--- config.mk ---
export PLATFORM = sky130hd
export DESIGN_NAME = ram_loader_flat
export DESIGN_NICKNAME = d
export VERILOG_FILES = /design/src/rtl/loader_pkg.sv /design/src/rtl/ram_loader_if.sv /design/src/rtl/ldr_beat_counter.sv /design/src/rtl/ram_loader.sv /design/src/flat_wrapper.sv
export SDC_FILE = /design/constraint.sdc
export NUM_CORES = 1
export LEC_CHECK = 0
export BUFFER_PORTS_ARGS = -buffer_cell sky130_fd_sc_hd__clkbuf_2
export CAP_MARGIN = 20
export CORE_ASPECT_RATIO = 0.7
export CORE_MARGIN = 4
export CORE_UTILIZATION = 46
export CTS_CLUSTER_SIZE = 40
export DETAILED_ROUTE_END_ITERATION = 8
export PLACE_DENSITY = 0.79
export REMOVE_ABC_BUFFERS = 1
export SETUP_SLACK_MARGIN = 0.02
export SYNTH_ARGS = -nofsm -noshare
export SYNTH_HDL_FRONTEND = slang
export SYNTH_SLANG_ARGS = --single-unit
--- constraint.sdc ---
create_clock -name clk -period 2.6 [get_ports clk]
set_clock_uncertainty 0.1 [all_clocks]
set_input_delay 0.26 -clock clk [delete_from_list [all_inputs] [get_ports clk]]
set_output_delay 0.26 -clock clk [all_outputs]
set_load 0.01 [all_outputs]
--- src/rtl/loader_pkg.sv ---
// Shared types and widths for the RAM loader.
// Optional build macro: LOADER_CHECKSUM_EN adds the CHECK state.
package loader_pkg;

  localparam int unsigned ADDR_W    = 9;
  localparam int unsigned DATA_W    = 16;
  localparam int unsigned RAM_DEPTH = 512;

  typedef enum logic [2:0] {
    StIdle,
    StLoadFilt,
    StLoadInp,
`ifdef LOADER_CHECKSUM_EN
    StCheck,
`endif
    StDrain,
    StGo,
    StWaitFin
  } ldr_state_e;

endpackage

--- src/rtl/ram_loader_if.sv ---
// Valid/ready word stream feeding the RAM loader.
interface ram_loader_if;
  import loader_pkg::*;

  logic              s_valid;
  logic              s_ready;
  logic [DATA_W-1:0] s_data;

  modport master (output s_valid, output s_data, input s_ready);
  modport slave  (input s_valid, input s_data, output s_ready);

endinterface

--- src/rtl/ldr_beat_counter.sv ---
// Clear/increment beat counter with a terminal flag against a runtime limit.
module ldr_beat_counter #(
  parameter int unsigned Width = 9
) (
  input  logic             clk,
  input  logic             reset,
  input  logic             clr_i,
  input  logic             inc_i,
  input  logic [Width-1:0] limit_i,
  output logic [Width-1:0] count_o,
  output logic             last_o
);

  logic [Width-1:0] count_q;

  // Clear has priority so a phase change restarts at zero on the same edge.
  always_ff @(posedge clk or negedge reset) begin
    if (!reset) begin
      count_q <= '0;
    end else if (clr_i) begin
      count_q <= '0;
    end else if (inc_i) begin
      count_q <= count_q + 1'b1;
    end
  end

  assign count_o = count_q;
  assign last_o  = (count_q == limit_i);

endmodule

--- src/rtl/ram_loader.sv ---
// Stream-to-RAM frame loader: fills filter RAM then input RAM, then runs the
// go/finish handshake of the convolution engine.
// Optional build macro: LOADER_CHECKSUM_EN (trailing checksum word + sticky error).
module ram_loader
  import loader_pkg::*;
#(
  parameter int unsigned FILTER_WORDS = 9,
  parameter int unsigned INPUT_WORDS  = 256
) (
  input  logic              clk,
  input  logic              reset,
  ram_loader_if.slave       str,
  input  logic              xxx__ldr__start,
  output logic [ADDR_W-1:0] ldr__bvm__address,
  output logic              ldr__bvm__enable,
  output logic              ldr__bvm__write,
  output logic [DATA_W-1:0] ldr__bvm__data,
  output logic [ADDR_W-1:0] ldr__dim__address,
  output logic              ldr__dim__enable,
  output logic              ldr__dim__write,
  output logic [DATA_W-1:0] ldr__dim__data,
  output logic              ldr__dut__go,
  input  logic              dut__ldr__finish,
  output logic              ldr__xxx__done,
  output logic              ldr__xxx__busy,
  output logic              ldr__xxx__error
);

  localparam logic [ADDR_W-1:0] FiltLast = ADDR_W'(FILTER_WORDS - 1);
  localparam logic [ADDR_W-1:0] InpLast  = ADDR_W'(INPUT_WORDS - 1);

  ldr_state_e        state_q, state_d;
  logic              beat, start_acc;
  logic              cnt_clr, cnt_inc, cnt_last;
  logic [ADDR_W-1:0] cnt, cnt_limit;

  logic              bvm_en_q, dim_en_q, done_q;
  logic [ADDR_W-1:0] bvm_addr_q, dim_addr_q;
  logic [DATA_W-1:0] bvm_data_q, dim_data_q;

  assign beat      = str.s_valid & str.s_ready;
  assign start_acc = (state_q == StIdle) & xxx__ldr__start;
  assign cnt_limit = (state_q == StLoadFilt) ? FiltLast : InpLast;

`ifdef LOADER_CHECKSUM_EN
  logic [DATA_W-1:0] sum_q;
  logic              err_q;
  logic              chk_fail;

  assign str.s_ready = (state_q == StLoadFilt) | (state_q == StLoadInp) | (state_q == StCheck);
`else
  assign str.s_ready = (state_q == StLoadFilt) | (state_q == StLoadInp);
`endif

  ldr_beat_counter #(
    .Width(ADDR_W)
  ) u_beat_counter (
    .clk    (clk),
    .reset  (reset),
    .clr_i  (cnt_clr),
    .inc_i  (cnt_inc),
    .limit_i(cnt_limit),
    .count_o(cnt),
    .last_o (cnt_last)
  );

  // State register.
  always_ff @(posedge clk or negedge reset) begin
    if (!reset) begin
      state_q <= StIdle;
    end else begin
      state_q <= state_d;
    end
  end

  // Next-state and counter control.
  always_comb begin
    state_d = state_q;
    cnt_clr = 1'b0;
    cnt_inc = 1'b0;
`ifdef LOADER_CHECKSUM_EN
    chk_fail = 1'b0;
`endif
    unique case (state_q)
      StIdle: begin
        if (xxx__ldr__start) begin
          state_d = StLoadFilt;
          cnt_clr = 1'b1;
        end
      end
      StLoadFilt: begin
        if (beat) begin
          if (cnt_last) begin
            state_d = StLoadInp;
            cnt_clr = 1'b1;
          end else begin
            cnt_inc = 1'b1;
          end
        end
      end
      StLoadInp: begin
        if (beat) begin
          if (cnt_last) begin
`ifdef LOADER_CHECKSUM_EN
            state_d = StCheck;
`else
            state_d = StDrain;
`endif
          end else begin
            cnt_inc = 1'b1;
          end
        end
      end
`ifdef LOADER_CHECKSUM_EN
      StCheck: begin
        if (beat) begin
          if (str.s_data == sum_q) begin
            state_d = StDrain;
          end else begin
            state_d  = StIdle;
            chk_fail = 1'b1;
          end
        end
      end
`endif
      StDrain:   state_d = StGo;
      StGo:      state_d = StWaitFin;
      StWaitFin: begin
        if (dut__ldr__finish) begin
          state_d = StIdle;
        end
      end
      default:   state_d = StIdle;
    endcase
  end

`ifdef LOADER_CHECKSUM_EN
  // Running wrap-around sum of frame words; error sticks until the next start.
  always_ff @(posedge clk or negedge reset) begin
    if (!reset) begin
      sum_q <= '0;
      err_q <= 1'b0;
    end else if (start_acc) begin
      sum_q <= '0;
      err_q <= 1'b0;
    end else begin
      if (beat && (state_q != StCheck)) begin
        sum_q <= sum_q + str.s_data;
      end
      if (chk_fail) begin
        err_q <= 1'b1;
      end
    end
  end

  assign ldr__xxx__error = err_q;
`else
  assign ldr__xxx__error = 1'b0;
`endif

  // RAM write ports: one registered strobe per accepted beat; address/data hold otherwise.
  always_ff @(posedge clk or negedge reset) begin
    if (!reset) begin
      bvm_en_q   <= 1'b0;
      bvm_addr_q <= '0;
      bvm_data_q <= '0;
      dim_en_q   <= 1'b0;
      dim_addr_q <= '0;
      dim_data_q <= '0;
    end else begin
      bvm_en_q <= beat && (state_q == StLoadFilt);
      dim_en_q <= beat && (state_q == StLoadInp);
      if (beat && (state_q == StLoadFilt)) begin
        bvm_addr_q <= cnt;
        bvm_data_q <= str.s_data;
      end
      if (beat && (state_q == StLoadInp)) begin
        dim_addr_q <= cnt;
        dim_data_q <= str.s_data;
      end
    end
  end

  // Done pulses the cycle after finish is seen in WAIT_FIN.
  always_ff @(posedge clk or negedge reset) begin
    if (!reset) begin
      done_q <= 1'b0;
    end else begin
      done_q <= (state_q == StWaitFin) && dut__ldr__finish;
    end
  end

  assign ldr__bvm__address = bvm_addr_q;
  assign ldr__bvm__enable  = bvm_en_q;
  assign ldr__bvm__write   = bvm_en_q;
  assign ldr__bvm__data    = bvm_data_q;
  assign ldr__dim__address = dim_addr_q;
  assign ldr__dim__enable  = dim_en_q;
  assign ldr__dim__write   = dim_en_q;
  assign ldr__dim__data    = dim_data_q;
  assign ldr__dut__go      = (state_q == StGo);
  assign ldr__xxx__busy    = (state_q != StIdle);
  assign ldr__xxx__done    = done_q;

endmodule
--- src/flat_wrapper.sv ---
// flat-port wrapper written by rule: the top's interface ports become plain ports
module ram_loader_flat import loader_pkg::*;
#(
  parameter int unsigned FILTER_WORDS = 9,
  parameter int unsigned INPUT_WORDS  = 256
)
  (clk, reset, xxx__ldr__start, ldr__bvm__address, ldr__bvm__enable, ldr__bvm__write, ldr__bvm__data, ldr__dim__address, ldr__dim__enable, ldr__dim__write, ldr__dim__data, ldr__dut__go, dut__ldr__finish, ldr__xxx__done, ldr__xxx__busy, ldr__xxx__error, str_s_valid, str_s_data, str_s_ready);
  ram_loader_if str_i ();
  input  logic clk;
  input  logic reset;
  input  logic xxx__ldr__start;
  output logic [ADDR_W-1:0] ldr__bvm__address;
  output logic ldr__bvm__enable;
  output logic ldr__bvm__write;
  output logic [DATA_W-1:0] ldr__bvm__data;
  output logic [ADDR_W-1:0] ldr__dim__address;
  output logic ldr__dim__enable;
  output logic ldr__dim__write;
  output logic [DATA_W-1:0] ldr__dim__data;
  output logic ldr__dut__go;
  input  logic dut__ldr__finish;
  output logic ldr__xxx__done;
  output logic ldr__xxx__busy;
  output logic ldr__xxx__error;
  input wire logic [$bits(str_i.s_valid)-1:0] str_s_valid;
  input wire logic [$bits(str_i.s_data)-1:0] str_s_data;
  output wire logic [$bits(str_i.s_ready)-1:0] str_s_ready;
  assign str_i.s_valid = str_s_valid;
  assign str_i.s_data = str_s_data;
  assign str_s_ready = str_i.s_ready;
  ram_loader #(.FILTER_WORDS(FILTER_WORDS), .INPUT_WORDS(INPUT_WORDS)) u_core (.clk(clk), .reset(reset), .str(str_i), .xxx__ldr__start(xxx__ldr__start), .ldr__bvm__address(ldr__bvm__address), .ldr__bvm__enable(ldr__bvm__enable), .ldr__bvm__write(ldr__bvm__write), .ldr__bvm__data(ldr__bvm__data), .ldr__dim__address(ldr__dim__address), .ldr__dim__enable(ldr__dim__enable), .ldr__dim__write(ldr__dim__write), .ldr__dim__data(ldr__dim__data), .ldr__dut__go(ldr__dut__go), .dut__ldr__finish(dut__ldr__finish), .ldr__xxx__done(ldr__xxx__done), .ldr__xxx__busy(ldr__xxx__busy), .ldr__xxx__error(ldr__xxx__error));
endmodule
==> run_results.csv <==
group,metric,value,unit
run_status,status,"finished, final reports clean",
sta,final-setup-viol-count,0,
yosys,synth_edf_count,0,
yosys,async_flop_share,1.00,
route,vias,2055,
final_layout,nets,355,
clocking,cts_setup_buffers,0,
power,p_per_area,946,nW/um^2
power,p_clk_frac,0.237,
floorplanning,io_pins,80,
setup_path,end_kind,"register",
global_routing,first_global_vias,2045,
setup_path,critPathMaxFanout,9,
setup_path,r2r_start,"u_core.u_beat_counter.count_o[2]",
global_routing,antenna_found_initial,0,
yosys,synth_cell_type_count,39,
route,routed_wl,5880,um
yosys,syn_area,2750,sq um
floorplanning,core_area,5760,sq um
placed_design,dp_hpwl,4210,um
clocking,cts_htree_levels,3,
clocking,root_buffer,"clkbuf_8",
sta,finalSetupTns,0,ns
sta,fmax,0.485,GHz
min_path,hold_start,"str_s_data[8]",
route,drtIter0Drc,131,
sta,final_hold_viol_count,0,
placed_design,numPortBuffers,78,
clocking,ctsLongestPathBuffers,2,
setup_path,critPathLaunch,"u_core.u_beat_counter.count_o[2]",
sta,period_minus_slack,2.06,ns
floorplanning,die_h,72.7,um
yosys,synth_top_area_cell,"dfrtp_1",
sta,finalMaxSlewViolations,0,
yosys,synth.area.top_cells,"dfrtp_1 (59%), nand2_1 (11%), mux2_2 (10%)",
yosys,synth_top_area_frac,0.592,
floorplanning,die_w,100,um
power,vdd_drop_max,534,uV
floorplanning,die_area,7300,sq um
floorplanning,start_util,0.478,
sta,tightest_slew,0.760,ns
clocking,cts_buffers,9,
min_path,worstHoldPathType,"input port to register",
floorplanning,fp-row-count,23,
sta,whs,0.0376,ns
final_layout,drive_above_1_share,0.399,
final_layout,areaGrowthSynthToFinish,24.0,%
yosys,syn_avg_cell_area,11.0,sq um
final_layout,stdcell_count,413,
clocking,cts.sinks,65,
setup_path,crit_path_start_kind,"register",
power,p_switching,1180,uW
setup_path,cp_data_required_time,2.70,ns
global_routing,grt_pass1_wl,9920,um
sta,slew_headroom,0.493,
power,leakage,0.00183,uW
global_routing,grt_use_total,0.176,
placed_design,dpl.cell_count,396,
global_routing,grt_max_degree,34,
final_layout,antenna_cells,0,
setup_path,reg2reg_slack,0.54,ns
route,wl_per_cell,14.2,um
global_routing,grt.overflow.total,0,
yosys,ys_seq_elements,65,
route,via_per_inst,4.98,
flow_run,maxCapViolations,0,
yosys,yosys_warnings,0,
setup_path,path_class,"register to register",
route,dr.pass1.iters,4,
clocking,clk_pin_slew,0.07,ns
power,power.internal,2040,uW
clocking,clock_latency,0.33,ns
power,p_sw_frac,0.367,
sta,finalCritPeriodShare,0.793,
power,p_total,3220,uW
yosys,synthFlopType,"dfrtp_1",
route,postRouteAntennaNets,0,
power,pwr-share-seq,0.454,
yosys,seq_area_frac_synth,0.592,
route,drc,0,
setup_path,worst_ep_arrival_time,2.17,ns
power,combPwrFrac,0.309,
clocking,cts_tree,"built",
sta,rsz0062_at_grt,"false",
yosys,syn_inst,251,
placed_design,gp_congestion,0.892,
what timing repair did:
item                                   4_1_cts  5_1_grt
resized for setup                            0        0
endpoints found under the hold margin       32        0
hold buffers                                 1        0
synthesized netlist by cell type (all sizes together) (4+ instances only):
| library cell | n |
|---|---|
| nand2 | 84 |
| inv | 7 |
| nor2 | 5 |
| mux2 | 25 |
| a21oi | 5 |
| o21ai | 6 |
| dfrtp | 65 |
| clkbuf | 4 |
| nand3 | 6 |
| buf | 10 |
registers in the layout, summed over array words and instances, names as in the netlist:
| name | flops |
|---|---|
| u_core.ldr__bvm__address | 9 |
| u_core.ldr__bvm__data | 16 |
| u_core.ldr__bvm__enable | 1 |
| u_core.ldr__dim__address | 9 |
| u_core.ldr__dim__data | 16 |
| u_core.ldr__dim__enable | 1 |
| u_core.ldr__xxx__done | 1 |
| u_core.state_q | 3 |
| u_core.u_beat_counter.count_o | 9 |
layer usage:
metal  GRT usage  share of wire  vias up
met5           0              0        -
met4      0.0374              0        0
met3      0.0755          0.061        0
met2       0.255           0.46       62
met1       0.250           0.48      988
li1            -              -     1005
worst max-delay path, cell delays in order, from the launching register on:
cell,delay (ns)
dfrtp_1,0.47
or4_4,0.61
o31ai_4,0.32
a2111oi_0,0.19
xnor2_1,0.19
nor2_1,0.06
final timing paths:
path,to,cells after the start
max reg2reg,u_core.u_beat_counter.count_o[8],5
min in group asynchronous,u_core.state_q[0],2
min,u_core.ldr__bvm__data[8],3
max,u_core.u_beat_counter.count_o[8],5
min reg2reg,u_core.ldr__bvm__data[8],2
max in group asynchronous,u_core.ldr__dim__data[10],3
area by class of cell:
| class | instances | area, sq um |
|---|---|---|
| clock inverter | 5 | 30.0 |
| clock buffer | 11 | 151 |
| inverter | 8 | 30.0 |
| multi-input combinational | 164 | 1020 |
| fill | 506 | 2350 |
| timing repair buffer | 85 | 458 |
| tap | 75 | 93.8 |
| sequential | 65 | 1630 |
metrics by stage:
step           instance area, sq um   util  setup WS (ns)
2_1_floorplan                  2670      -          0.197
3_3_place_gp                   3220  0.559          0.632
3_5_place_dp                   3220  0.559          0.543
4_1_cts                        3410  0.592          0.531
5_1_grt                        3410  0.592          0.455
6_report                       3410  0.592          0.539
cells by family after synthesis:
group | count (synthesis) | share of synthesized area
compound gates | 25 | 0.0778
xor+xnor | 2 | 0.00637
fa+ha+maj | 1 | 0.00455
buf+inv | 22 | 0.0387
flops | 65 | 0.592
mux | 26 | 0.106
other cells | 1 | 0.00136
simple gates | 109 | 0.173
power groups by stage:
stage / Clock, uW / Combinational [uW] / Sequential (uW)
6_report: 764 / 997 / 1460
5_1_grt: 842 / 1130 / 1500
2_1_floorplan: 0 / 501 / 1530
3_3_place_gp: 0 / 986 / 1450
3_5_place_dp: 0 / 1010 / 1470
4_1_cts: 796 / 1020 / 1460
cell usage in the layout, fill, tap and decap left out, drive strengths merged:
| cell type | Yosys | routed |
|---|---|---|
| conb | 1 | 1 |
| dfrtp | 65 | 65 |
| a21o | 1 | 1 |
| nand4 | 3 | 3 |
| nand3 | 6 | 6 |
| buf | 10 | 7 |
| clkbuf | 4 | 88 |
| ha | 1 | 1 |
| nand2b | 2 | 2 |
| clkinvlp | 0 | 2 |
| nor2 | 5 | 5 |
| a21bo | 1 | 1 |
| clkinv | 1 | 4 |
| nor4 | 1 | 1 |
| dlygate4sd3 | 0 | 1 |
| or2b | 1 | 1 |
| o311ai | 1 | 1 |
| o211ai | 2 | 2 |
| a221oi | 1 | 1 |
| a2111oi | 3 | 3 |
| mux2 | 25 | 25 |
| nor2b | 1 | 1 |
| or3 | 2 | 2 |
| nand2 | 84 | 84 |
| o22ai | 1 | 1 |
| nand4bb | 1 | 1 |
| o21ai | 6 | 6 |
| a21oi | 5 | 5 |
| a211oi | 1 | 1 |
| or4 | 1 | 1 |
| inv | 7 | 7 |
| xnor2 | 2 | 2 |
| nor3 | 2 | 2 |
| mux2i | 1 | 1 |
| o31ai | 3 | 3 |
(Power assumes the default switching activity.)
